$ cat src/rtl/lsu_ctrl_if.sv
// Data-memory port of the load/store unit: request/grant/response handshake
// plus the address, byte-enable and data buses.
interface lsu_ctrl_if;
  logic        mem_req;
  logic        mem_we;
  logic [31:0] mem_addr;
  logic [3:0]  mem_be;
  logic [31:0] mem_wdata;
  logic        mem_gnt;
  logic        mem_rvalid;
  logic [31:0] mem_rdata;

  modport master (
    output mem_req, mem_we, mem_addr, mem_be, mem_wdata,
    input  mem_gnt, mem_rvalid, mem_rdata
  );

  modport slave (
    input  mem_req, mem_we, mem_addr, mem_be, mem_wdata,
    output mem_gnt, mem_rvalid, mem_rdata
  );
endinterface

$ cat src/rtl/lsu_ctrl.sv
// Load/store unit controller: memory handshake, byte lanes, load extension.
// Define LSU_MISALIGN_TRAP_EN to trap misaligned accesses instead of aligning them.
module lsu_ctrl (
  input  logic        clk,
  input  logic        rst,
  input  logic        start,
  input  logic [5:0]  alucode,
  input  logic [31:0] addr,
  input  logic [31:0] wdata,
  output logic        busy,
  output logic        done,
  output logic [31:0] rdata,
  output logic        misaligned,
  lsu_ctrl_if.master  mem
);

  localparam logic [5:0] ALU_LB  = 6'h10;
  localparam logic [5:0] ALU_LH  = 6'h11;
  localparam logic [5:0] ALU_LW  = 6'h12;
  localparam logic [5:0] ALU_LBU = 6'h13;
  localparam logic [5:0] ALU_LHU = 6'h14;
  localparam logic [5:0] ALU_SB  = 6'h15;
  localparam logic [5:0] ALU_SH  = 6'h16;
  localparam logic [5:0] ALU_SW  = 6'h17;

  typedef enum logic [1:0] {IDLE, REQ, WAIT, DONE} state_t;
  typedef enum logic [1:0] {SZ_B, SZ_H, SZ_W} size_t;

  state_t      state_q, state_d;
  size_t       size_in, size_q;
  logic        is_mem, is_store, is_uns;
  logic        store_q, uns_q;
  logic [1:0]  off_d, off_q;
  logic [3:0]  be_d, be_q;
  logic [31:0] wdata_d, wdata_q;
  logic [31:0] maddr_q, rdata_q, ext_data;
  logic [7:0]  byte_sel;
  logic [15:0] half_sel;
  logic        accept, capture;
`ifdef LSU_MISALIGN_TRAP_EN
  logic        mis_now, mis_q;
`endif

  always_comb begin
    is_mem   = 1'b1;
    is_store = 1'b0;
    is_uns   = 1'b0;
    size_in  = SZ_W;
    case (alucode)
      ALU_LB:  size_in = SZ_B;
      ALU_LH:  size_in = SZ_H;
      ALU_LW:  size_in = SZ_W;
      ALU_LBU: begin size_in = SZ_B; is_uns = 1'b1; end
      ALU_LHU: begin size_in = SZ_H; is_uns = 1'b1; end
      ALU_SB:  begin size_in = SZ_B; is_store = 1'b1; end
      ALU_SH:  begin size_in = SZ_H; is_store = 1'b1; end
      ALU_SW:  is_store = 1'b1;
      default: is_mem = 1'b0;
    endcase
  end

  // Without the trap, offending low address bits snap to the natural boundary
  // before lane selection, so the access proceeds as an aligned one.
  always_comb begin
    off_d   = addr[1:0];
    be_d    = 4'hF;
    wdata_d = wdata;
    case (size_in)
      SZ_B: begin
        be_d    = 4'b0001 << addr[1:0];
        wdata_d = {4{wdata[7:0]}};
      end
      SZ_H: begin
`ifndef LSU_MISALIGN_TRAP_EN
        off_d[0] = 1'b0;
`endif
        be_d    = 4'b0011 << {off_d[1], 1'b0};
        wdata_d = {2{wdata[15:0]}};
      end
      default: begin
`ifndef LSU_MISALIGN_TRAP_EN
        off_d = 2'b00;
`endif
      end
    endcase
  end

`ifdef LSU_MISALIGN_TRAP_EN
  assign mis_now = ((size_in == SZ_H) && addr[0]) ||
                   ((size_in == SZ_W) && (addr[1:0] != 2'b00));
`endif

  always_comb begin
    state_d = state_q;
    accept  = 1'b0;
    capture = 1'b0;
    case (state_q)
      IDLE: if (start && is_mem) begin
        accept = 1'b1;
`ifdef LSU_MISALIGN_TRAP_EN
        state_d = mis_now ? DONE : REQ;
`else
        state_d = REQ;
`endif
      end
      REQ: if (mem.mem_gnt) begin
        if (store_q) begin
          state_d = DONE;
        end else if (mem.mem_rvalid) begin
          capture = 1'b1;
          state_d = DONE;
        end else begin
          state_d = WAIT;
        end
      end
      WAIT: if (mem.mem_rvalid) begin
        capture = 1'b1;
        state_d = DONE;
      end
      DONE:    state_d = IDLE;
      default: state_d = IDLE;
    endcase
  end

  always_comb begin
    byte_sel = '0;
    ext_data = mem.mem_rdata;
    case (off_q)
      2'd0: byte_sel = mem.mem_rdata[7:0];
      2'd1: byte_sel = mem.mem_rdata[15:8];
      2'd2: byte_sel = mem.mem_rdata[23:16];
      default: byte_sel = mem.mem_rdata[31:24];
    endcase
    half_sel = off_q[1] ? mem.mem_rdata[31:16] : mem.mem_rdata[15:0];
    case (size_q)
      SZ_B: ext_data = uns_q ? {24'h0, byte_sel} : {{24{byte_sel[7]}}, byte_sel};
      SZ_H: ext_data = uns_q ? {16'h0, half_sel} : {{16{half_sel[15]}}, half_sel};
      default: ext_data = mem.mem_rdata;
    endcase
  end

  always_ff @(posedge clk or posedge rst) begin
    if (rst) begin
      state_q <= IDLE;
      size_q  <= SZ_B;
      store_q <= 1'b0;
      uns_q   <= 1'b0;
      off_q   <= '0;
      be_q    <= '0;
      wdata_q <= '0;
      maddr_q <= '0;
      rdata_q <= '0;
`ifdef LSU_MISALIGN_TRAP_EN
      mis_q   <= 1'b0;
`endif
    end else begin
      state_q <= state_d;
      if (accept) begin
        size_q  <= size_in;
        store_q <= is_store;
        uns_q   <= is_uns;
        off_q   <= off_d;
        be_q    <= be_d;
        wdata_q <= wdata_d;
        maddr_q <= {addr[31:2], 2'b00};
`ifdef LSU_MISALIGN_TRAP_EN
        mis_q   <= mis_now;
`endif
      end
      if (capture) rdata_q <= ext_data;
    end
  end

  assign busy          = (state_q != IDLE);
  assign done          = (state_q == DONE);
  assign rdata         = rdata_q;
`ifdef LSU_MISALIGN_TRAP_EN
  assign misaligned    = (state_q == DONE) && mis_q;
`else
  assign misaligned    = 1'b0;
`endif
  assign mem.mem_req   = (state_q == REQ);
  assign mem.mem_we    = (state_q == REQ) && store_q;
  assign mem.mem_addr  = maddr_q;
  assign mem.mem_be    = be_q;
  assign mem.mem_wdata = wdata_q;

endmodule

$ cat src/flat_wrapper.sv
// flat-port wrapper written by rule: the top's interface ports become plain ports
module lsu_ctrl_flat 
  (clk, rst, start, alucode, addr, wdata, busy, done, rdata, misaligned, mem_mem_req, mem_mem_we, mem_mem_addr, mem_mem_be, mem_mem_wdata, mem_mem_gnt, mem_mem_rvalid, mem_mem_rdata);
  lsu_ctrl_if mem_i ();
  input  logic clk;
  input  logic rst;
  input  logic start;
  input  logic [5:0] alucode;
  input  logic [31:0] addr;
  input  logic [31:0] wdata;
  output logic busy;
  output logic done;
  output logic [31:0] rdata;
  output logic misaligned;
  output wire logic [$bits(mem_i.mem_req)-1:0] mem_mem_req;
  output wire logic [$bits(mem_i.mem_we)-1:0] mem_mem_we;
  output wire logic [$bits(mem_i.mem_addr)-1:0] mem_mem_addr;
  output wire logic [$bits(mem_i.mem_be)-1:0] mem_mem_be;
  output wire logic [$bits(mem_i.mem_wdata)-1:0] mem_mem_wdata;
  input wire logic [$bits(mem_i.mem_gnt)-1:0] mem_mem_gnt;
  input wire logic [$bits(mem_i.mem_rvalid)-1:0] mem_mem_rvalid;
  input wire logic [$bits(mem_i.mem_rdata)-1:0] mem_mem_rdata;
  assign mem_mem_req = mem_i.mem_req;
  assign mem_mem_we = mem_i.mem_we;
  assign mem_mem_addr = mem_i.mem_addr;
  assign mem_mem_be = mem_i.mem_be;
  assign mem_mem_wdata = mem_i.mem_wdata;
  assign mem_i.mem_gnt = mem_mem_gnt;
  assign mem_i.mem_rvalid = mem_mem_rvalid;
  assign mem_i.mem_rdata = mem_mem_rdata;
  lsu_ctrl u_core (.clk(clk), .rst(rst), .start(start), .alucode(alucode), .addr(addr), .wdata(wdata), .busy(busy), .done(done), .rdata(rdata), .misaligned(misaligned), .mem(mem_i));
endmodule
$ cat config.mk
export PLATFORM = sky130hd
export DESIGN_NAME = lsu_ctrl_flat
export DESIGN_NICKNAME = d
export VERILOG_FILES = /design/src/rtl/lsu_ctrl_if.sv /design/src/rtl/lsu_ctrl.sv /design/src/flat_wrapper.sv
export SDC_FILE = /design/constraint.sdc
export NUM_CORES = 1
export LEC_CHECK = 0
export ABC_CLOCK_PERIOD_IN_PS = 3200
export CORE_ASPECT_RATIO = 0.9
export CORE_MARGIN = 1.5
export CORE_UTILIZATION = 40
export DETAILED_ROUTE_END_ITERATION = 8
export HOLD_SLACK_MARGIN = 0.05
export MAX_ROUTING_LAYER = met4
export PLACE_DENSITY = 0.78
export SLEW_MARGIN = 10
export SYNTH_ARGS = -nofsm -noshare
export SYNTH_HDL_FRONTEND = slang
export SYNTH_SLANG_ARGS = --single-unit
export TNS_END_PERCENT = 100
$ cat constraint.sdc
create_clock -name clk -period 3.2 [get_ports clk]
set_input_delay 0.48 -clock clk [delete_from_list [all_inputs] [get_ports clk]]
set_output_delay 0.48 -clock clk [all_outputs]
set_load 0.1 [all_outputs]
Word-level counts from Yosys, hierarchy flattened --
Index checks and enable logic that the tools add are counted.
Cells by class: multiplexer cells 25, equality and inequality tests 18, reductions and logical operators 14, shift operators 2
Operators by type and width (number):
- $pmux 32 s2 | 2
- $mux 32 | 2
- $eq 6x5->1 const B | 8
- $pmux 8 s3 | 1
- $mux 16 | 1
- $mux 1 | 11
- $reduce_or 3->1 | 3
- $eq 2x1->1 const B | 4
- $logic_not 2->1 | 4
- $mux 2 | 4
- $pmux 2 s4 | 1
- $pmux 4 s2 | 1
- $reduce_or 8->1 | 1
- $eq 2x2->1 const B | 3
- $ne 2x1->1 const B | 2
- $pmux 2 s2 | 1
- $reduce_or 2->1 | 2
- $shl 1x2->4 const A | 1
- $shl 2x2->4 const A | 1
- $reduce_and 3->1 | 1
- $logic_and 1x1->1 | 2
- $ne 2x2->1 const B | 1
- $pmux 1 s2 | 1
- $reduce_bool 2->1 | 1
Storage, ports and cells: output and inout bits 105, flip-flop bits (word level) 106

Depth between registers and ports, before layout --
Gate-level depths: netlist of the first run.
depth in word-level cells 6, depth in mapped cells 7, depth with buffers taken out 6

Least setup slack after synthesis of the first run --
No wires, ideal clock.
path kind register to output, start reg u_core.state_q[1], end out mem_mem_we, slack 0.535 ns, arrival 2.185 ns, required time 2.720 ns, cell stages (with the launch flop) 4, cell sequence dfrtp_1 inv_1 ha_1 and2_1
On the way: cells in the longest elaborated chain, start to end 2
Ends and longest elaborated chain:
- start: declaration | RTL line lsu_ctrl.sv:29 | state_t state_q, state_d;
- start signal: assignment | RTL line lsu_ctrl.sv:157 | state_q <= state_d;
- $eq 2x1->1
- net mem_mem_req | RTL line flat_wrapper.sv:15 | output wire logic [$bits(mem_i.mem_req)-1:0] mem_mem_req;
- $logic_and 1x1->1 | RTL line lsu_ctrl.sv:183 | assign mem.mem_we = (state_q == REQ) && store_q;
- end: declaration | RTL line flat_wrapper.sv:16 | output wire logic [$bits(mem_i.mem_we)-1:0] mem_mem_we;
The timed path passes the listed nets, and every way through them passes these cells.

Worst setup path after layout of the first run --
start reg u_core.maddr_q[24] (netlist: u_core.mem.mem_addr[24]), end out mem_mem_addr[24]
RTL lines:
- start: declaration | RTL line lsu_ctrl.sv:36 | logic [31:0] maddr_q, rdata_q, ext_data;
- start signal: assignment | RTL line lsu_ctrl.sv:165 | maddr_q <= {addr[31:2], 2'b00};
- end: declaration | RTL line flat_wrapper.sv:17 | output wire logic [$bits(mem_i.mem_addr)-1:0] mem_mem_addr;
No word-level cell between the ends.

==> reports/summary.md, run 1 <==
The run finished with clean final reports. The critical path buffer and inverter count works out to 1. The worst register-to-register path begins at u_core.size_q[1].

The tools report the max-slew headroom at the worst pin as 0.329. The data arrival time of the critical path came out at 1880 ps. The critical path goes through clkdlybuf4s50_1.

The post-layout net count was 885; the post-detailed-placement half-perimeter wirelength was 12300 µm. The H-tree was split into 3 levels. Setup violations remaining at the end of the flow were counted as 0. After synthesis the netlist holds a flip-flop and latch count of 106. STA classifies the critical path startpoint as a flip-flop.

The run gives 0.413 as the initial core utilization. The kind of cell adding the most delay to the critical path is buffers and inverters. In this run the core area contains 39 standard-cell rows.

The die covers 13900 µm². Among all flip-flop cells after synthesis, the most frequent one is sky130_fd_sc_hd__dfrtp_1. The actual transition at the worst max-transition pin is 1000 ps, and the I/O pin count is 212. After the first detailed-routing iteration, the DRC count stood at 345. The terminating pin of the worst hold path is u_core.mem.mem_addr[13]. The required time of the worst setup path is 2720 ps. The clock latency at the later pin of the worst-skew pair was 350 ps. The signed area change from the synthesized netlist to the final layout works out to 44.7%.

Sorting the synthesized cells by area gives the leading types as sky130_fd_sc_hd__dfrtp_1 (50%), sky130_fd_sc_hd__nand2_1 (13%), sky130_fd_sc_hd__mux2i_1 (3.8%), sky130_fd_sc_hd__nor2_1 (3.0%), sky130_fd_sc_hd__a21oi_2 (2.5%). After routing, the total negative slack on setup checks comes to 0 ps. Counting the fill cells in the layout gives 1110. Entering global routing, the biggest net connects 64 pins.

The tools report the area occupied by registers as 2650 µm². After clock tree synthesis, the clock-pin slew on the worst setup and hold paths is 80 ps. The synthesized netlist contains 58 unique library cells. The number of global-route vias before repair is 5145, and the routed length per placed instance is 17.5 µm. 0 antenna diodes ended up in the layout. The clock tree buffer depth was 2.

The portion of synthesized cell area occupied by the leading cell type came out at 0.501. For the area of the core, the log shows 12800 µm². The async set-or-reset flop fraction in the synthesized netlist was 1.00; the first-pass GRT wire length was 26700 µm. In the routed design, unresolved DRC markers number 0. Measured along the y axis, the die boundary spans 112 µm.

The critical path is of the flip-flop to output pin type. Counting every sink on the clock net gives 106. The average instance area after synthesis came out at 9.12 µm². The post-detailed-route count of antenna-violating nets came out at 0. For the timing-limited maximum frequency, the log shows 424 MHz. The number of gates resized after cts is 0. Average via count per standard cell: 5.33. Yosys instantiated no cell more often than sky130_fd_sc_hd__nand2_1.

The logs give 0.245 for the total global routing track utilization and 0 for the total number of yosys warnings. Along the worst hold path, the cell count comes to 2. The die width was 124 µm. The number of antenna violations at the first check in global routing came out at 0.

The TritonCTS buffer count came out at 9. TritonCTS built the clock tree. The worst register-to-register path has a setup slack of 900 ps. Before antenna repair, the detailed router went through 6 iterations. Summing over every cut layer, the via total after detailed routing is 5022.

The tools report the cell count after synthesis as 581. The worst setup path is captured at an output pin. The shortest clock period the worst path allows after layout was 2360 ps; the cts-stage hold buffer count was 0. The number of buffer cells added on primary ports was 208. The final-report max-slew violation count came out at 0. For this run, the slowest stage of the critical path takes 1150 ps. The sequential element share of the synthesized area is 0.501. Summing every instance area after synthesis gives 5300 µm².

Global routing finished with a remaining overflow of 0. The cell type contributing the most total cell area after synthesis is sky130_fd_sc_hd__dfrtp_1. Setup repair after global routing left no endpoint under its margin. The logs give 9.26 ps for the worst clock skew and 2430 µm² for the area used by multi-input combinational logic. The maximum fanout along the worst path is 2. The worst register-to-register path has a depth of 4.

The tools report the root buffer cell as sky130_fd_sc_hd__clkbuf_16. Total count of hold-check failures in the final report: 0. The final period utilization is 0.737, and the max-capacitance violation count is 0. The commonest cells after synthesis are sky130_fd_sc_hd__nand2_1 (180), sky130_fd_sc_hd__dfrtp_1 (106), sky130_fd_sc_hd__nor2_1 (43). The number of enable flip-flop cells after synthesis is 0.

The master of the slowest instance on the critical path was sky130_fd_sc_hd__clkdlybuf4s50_1. The count of buffers added by post-CTS timing repair for setup came out at 0. For the final weighted congestion of routability-driven global placement, the log shows 0.884.

The endpoint identified for the worst register-to-register timing path is u_core.rdata[5]. Wires add up to 16500 µm. The worst hold path belongs to the class flip-flop to flip-flop.

The hold path startpoint was u_core.mem.mem_addr[13]. The share of final-layout standard cells stronger than drive strength 1 is 0.159.
sequential cells by signal, summed over array words and instances, names as in the netlist:
register,cells
u_core.mem.mem_wdata,32
u_core.rdata,32
u_core.mem.mem_addr,30
u_core.mem.mem_be,4
u_core.off_q,2
u_core.size_q,2
u_core.state_q,2
u_core.store_q,1
u_core.uns_q,1
cells in the final DEF (no fill, tap or decap), types with 3 or more instances in the layout:
| master | Yosys | final |
|---|---|---|
| sky130_fd_sc_hd__buf_4 | 3 | 66 |
| sky130_fd_sc_hd__clkdlybuf4s50_1 | 0 | 150 |
| sky130_fd_sc_hd__o21ai_0 | 22 | 22 |
| sky130_fd_sc_hd__dfrtp_1 | 106 | 106 |
| sky130_fd_sc_hd__inv_1 | 10 | 9 |
| sky130_fd_sc_hd__mux2_2 | 8 | 8 |
| sky130_fd_sc_hd__nand2b_1 | 4 | 4 |
| sky130_fd_sc_hd__and3_1 | 8 | 7 |
| sky130_fd_sc_hd__a22oi_1 | 14 | 14 |
| sky130_fd_sc_hd__a31oi_1 | 5 | 5 |
| sky130_fd_sc_hd__nand2_1 | 180 | 180 |
| sky130_fd_sc_hd__o2bb2ai_1 | 8 | 8 |
| sky130_fd_sc_hd__nor2_1 | 43 | 43 |
| sky130_fd_sc_hd__o21ai_1 | 14 | 14 |
| sky130_fd_sc_hd__ha_1 | 5 | 5 |
| sky130_fd_sc_hd__o41ai_1 | 6 | 6 |
| sky130_fd_sc_hd__buf_12 | 1 | 3 |
| sky130_fd_sc_hd__conb_1 | 1 | 3 |
| sky130_fd_sc_hd__mux2i_1 | 20 | 20 |
| sky130_fd_sc_hd__a311oi_1 | 6 | 6 |
| sky130_fd_sc_hd__and3b_1 | 3 | 3 |
| sky130_fd_sc_hd__a21oi_2 | 15 | 15 |
| sky130_fd_sc_hd__clkbuf_16 | 0 | 9 |
| sky130_fd_sc_hd__a21oi_1 | 22 | 22 |
| sky130_fd_sc_hd__nand3_1 | 4 | 3 |
layout make-up:
class,count,area share
well taps,164,0.0268
clock buffers,9,0.0294
repair buffers,219,0.268
flip-flops and latches,106,0.346
inverters,10,0.00538
multi-input cells,427,0.316
clock inverters,7,0.00799
worst max-delay path by stage:
stage	from	endpoint	slack, ps	cells after the start
floorplan	u_core.state_q[1]	mem_mem_we	530	3
global placement	alucode[4]	u_core.size_q[1]	790	5
detailed placement	alucode[4]	u_core.size_q[1]	670	5
CTS	u_core.mem.mem_addr[24]	mem_mem_addr[24]	830	1
global route	u_core.size_q[1]	u_core.rdata[5]	710	4
finish	u_core.mem.mem_addr[24]	mem_mem_addr[24]	840	1
routing by layer:
layer / track usage / wire length [µm]
met4: 0.0575 / 233
met1: 0.308 / 6980
met2: 0.403 / 8020
met5: - / 0
met3: 0.0591 / 1300
logic make-up (layout without fill, tap and decap cells):
| logic type | after synthesis | after routing | share of synthesized area |
|---|---|---|---|
| AOI/OAI and AO/OA | 135 | 135 | 0.181 |
| xor gates and xnor gates | 1 | 1 | 0.00165 |
| adders and majority gates | 5 | 5 | 0.0118 |
| buffers and inverters | 50 | 245 | 0.0470 |
| DFF | 106 | 106 | 0.501 |
| muxes | 28 | 28 | 0.0548 |
| other | 1 | 3 | 0.000708 |
| and+or+nand+nor | 255 | 255 | 0.202 |
through the flow:
step	std cells	worst slack, ps	hold slack, ps	instance area, µm²	utilization
2_1_floorplan	583	535	478	5310	-
3_3_place_gp	926	792	459	7380	0.575
3_5_place_dp	926	673	462	7380	0.575
4_1_cts	942	831	480	7670	0.598
5_1_grt	942	710	506	7670	0.598
6_report	942	842	477	7670	0.598
Power of run 1 is not shown: default switching activity piles up to over one toggle a cycle in this logic, so the estimate is an artifact.
==> inputs of run 2 (changes only) <==
Settings changed: ABC_CLOCK_PERIOD_IN_PS 3200 to 2400, CORE_UTILIZATION 40 to 44, PLACE_DENSITY 0.78 to 0.81.
Clock period 3.2 ns to 2.4 ns, I/O delays scaled along.
==> reports/summary.md, run 2 (synthesized netlist as in run 1, its figures left out) <==
The TritonCTS buffer count was 9 (unchanged). For the area of the core, the log shows 11600 µm² (was 12800 µm²). The die width is 119 µm (was 124 µm), and the number of detailed-routing iterations run before antenna repair is 5 (was 6). The logs give 0 (unchanged) for the max-capacitance violation count and 2670 ps (was 2720 ps) for the required time of the worst setup path. The worst clock skew came out at 11.0 ps (was 9.26 ps). The capturing element type of the critical path is a flip-flop (was an output pin). The run gives 178 ps (was 673 ps) as the pre-CTS setup slack. Commonest cells after routing, fill and taps aside: sky130_fd_sc_hd__nand2_1 (180), sky130_fd_sc_hd__buf_4 (115), sky130_fd_sc_hd__clkdlybuf4s50_1 (106), sky130_fd_sc_hd__dfrtp_1 (106), sky130_fd_sc_hd__nor2_1 (43) (was sky130_fd_sc_hd__nand2_1 (180), sky130_fd_sc_hd__clkdlybuf4s50_1 (150), sky130_fd_sc_hd__dfrtp_1 (106)). For the final-report max-slew violation count, the log shows 0 (unchanged).

The wire length after detailed routing came out at 15700 µm (was 16500 µm). The final weighted congestion of routability-driven global placement was 0.907 (was 0.884); the clock latency at the later pin of the worst-skew pair was 340 ps (was 350 ps). First-pass GRT wire length: 24900 µm (was 26700 µm). The tools report the number of global-route vias before repair as 5014 (was 5145). The clock-pin slew on the worst setup and hold paths was 80 ps (about the same). The worst flop-to-flop path startpoint was u_core.state_q[1] (was u_core.size_q[1]). The total count of hold-check failures in the final report was 0 (unchanged). The number of buffer cells added on primary ports is 208 (unchanged), and the shortest clock period the worst path allows after layout is 1940 ps. The overall overflow remaining after global route is 0 (unchanged), and the vertical extent of the die is 107 µm (was 112 µm).

The level count of the clock H-tree came out at 3 (unchanged). The sort of element at the start of the critical path was a flip-flop (unchanged). The logs give 0 ps (unchanged) for the setup TNS and 892 (was 885) for the post-layout net count.

Master of the slowest instance on the critical path: sky130_fd_sc_hd__dfrtp_1 (was sky130_fd_sc_hd__clkdlybuf4s50_1). Chain of cells forming the critical path: inv_1 -> ha_1 -> and3b_1 -> o211a_1 -> buf_4 -> nor2_1 -> a21oi_1 (was clkdlybuf4s50_1). The tools report the total global routing track utilization as 0.253 (was 0.245). Register-to-register path setup slack: 460 ps (was 900 ps). The share of final-layout standard cells stronger than drive strength 1 came out at 0.224 (was 0.159). The number of antenna violations at the first check in global routing was 0 (unchanged). The most frequent standard cell in the layout excluding fill and tap cells is sky130_fd_sc_hd__nand2_1 (unchanged). The maximum fanout along the worst path came out at 15 (was 2).

The via count is 5057 (was 5022), and the worst-case reg-to-reg path depth is 7 (was 4). The number of setup violations in the final report came out at 0 (unchanged). The run gives 0.659 (was 0.598) as the utilization of the core after routing.

The run finished with clean final reports. Setup repair after global routing left no endpoint under its margin. The tools report the violation count after the first detailed-routing iteration as 402 (was 345). Static timing analysis puts the maximum clock frequency at 516 MHz.

The signed area change from the synthesized netlist to the final layout is 43.8% (was 44.7%). The max-slew headroom at the worst pin was 0.569 (was 0.329); the average via count per standard cell was 5.37 (was 5.33). The run gives 0 (unchanged) as the count of buffers added by post-CTS timing repair for setup.

The critical register-to-register path endpoint was u_core.rdata[21] (was u_core.rdata[5]). The class of the tightest hold or removal check is input pin to asynchronous set/reset pin (was flip-flop to flip-flop). The cts-stage hold buffer count was 0 (unchanged). The tools report the I/O pin count as 212 (unchanged).

For the post-detailed-route count of antenna-violating nets, the log shows 0 (unchanged). The tools report the root buffer cell as sky130_fd_sc_hd__clkbuf_16 (unchanged). The data arrival time of the critical path was 2200 ps (was 1880 ps); the routed length per placed instance was 16.7 µm (was 17.5 µm).

The maximum number of pins on one net before global-route repair was 72 (was 64). The actual transition at the worst max-transition pin works out to 646 ps (was 1000 ps). The area enclosed by the die boundary is 12700 µm² (was 13900 µm²), and the post-detailed-placement half-perimeter wirelength is 11900 µm (was 12300 µm). The run gives 37 (was 39) as the number of placement rows. The final period utilization was 0.807; the initial core utilization was 0.458 (was 0.413).

The clock tree buffer depth was 2 (unchanged). The category of the critical setup timing path was flip-flop to flip-flop (was flip-flop to output pin). For the total DRC errors in the routed layout, the log shows 0 (unchanged). TritonCTS built the clock tree. The delay of the slowest cell on the worst path was 430 ps (was 1150 ps). Number of gates resized after cts: 0 (unchanged). The logs give 106 (unchanged) for the number of sinks on the clock net and 463 ps (was 842 ps) for the setup slack of the critical path after layout. For the count of inserted antenna diode cells, the log shows 0 (unchanged).
-- run 2: layer usage --
layer  part of all wire  GRT usage  up-vias  wire length (µm)
li1                   -          -     2368                 -
met2               0.48      0.416      238              7540
met1               0.42      0.323     2431              6650
met4              0.014     0.0654        0               225
met5                  0          -        -                 0
met3              0.084     0.0527       20              1320
-- run 2: how the worst max path moves through the flow --
stage | from | slack, ps | to | cells after the start
finish | u_core.state_q[1] | 460 | u_core.rdata[21] | 7
global route | u_core.state_q[1] | 260 | u_core.rdata[30] | 7
CTS | u_core.state_q[1] | 460 | u_core.rdata[21] | 7
detailed placement | alucode[1] | 180 | u_core.mem.mem_wdata[12] | 6
global placement | alucode[4] | 220 | u_core.mem.mem_wdata[10] | 6
floorplan | u_core.state_q[1] | 5 | u_core.rdata[8] | 6
-- run 2: through the flow --
stage,area [µm²],cells,hold slack [ps]
2_1_floorplan,5310,583,465
3_3_place_gp,7340,925,457
3_5_place_dp,7340,925,464
4_1_cts,7620,941,474
5_1_grt,7620,941,502
6_report,7620,941,456
-- run 2: cell type report --
cell class	instances	area (µm²)
clock inverters	7	56.3
repair buffers	226	2020
multi-input cells	427	2430
clock buffers	9	225
fillers	940	3950
well taps	156	195
flip-flops and latches	106	2650
inverters	10	41.3
-- run 2: critical path: cells and delay by family (launching register included) --
family | cells | cell delay [ps]
DFF | 1 | 430
adders and majority gates | 1 | 210
AOI/OAI and AO/OA | 2 | 530
buffers and inverters | 2 | 410
and+or+nand+nor | 2 | 290
Power of run 2 is left out for the same reason.
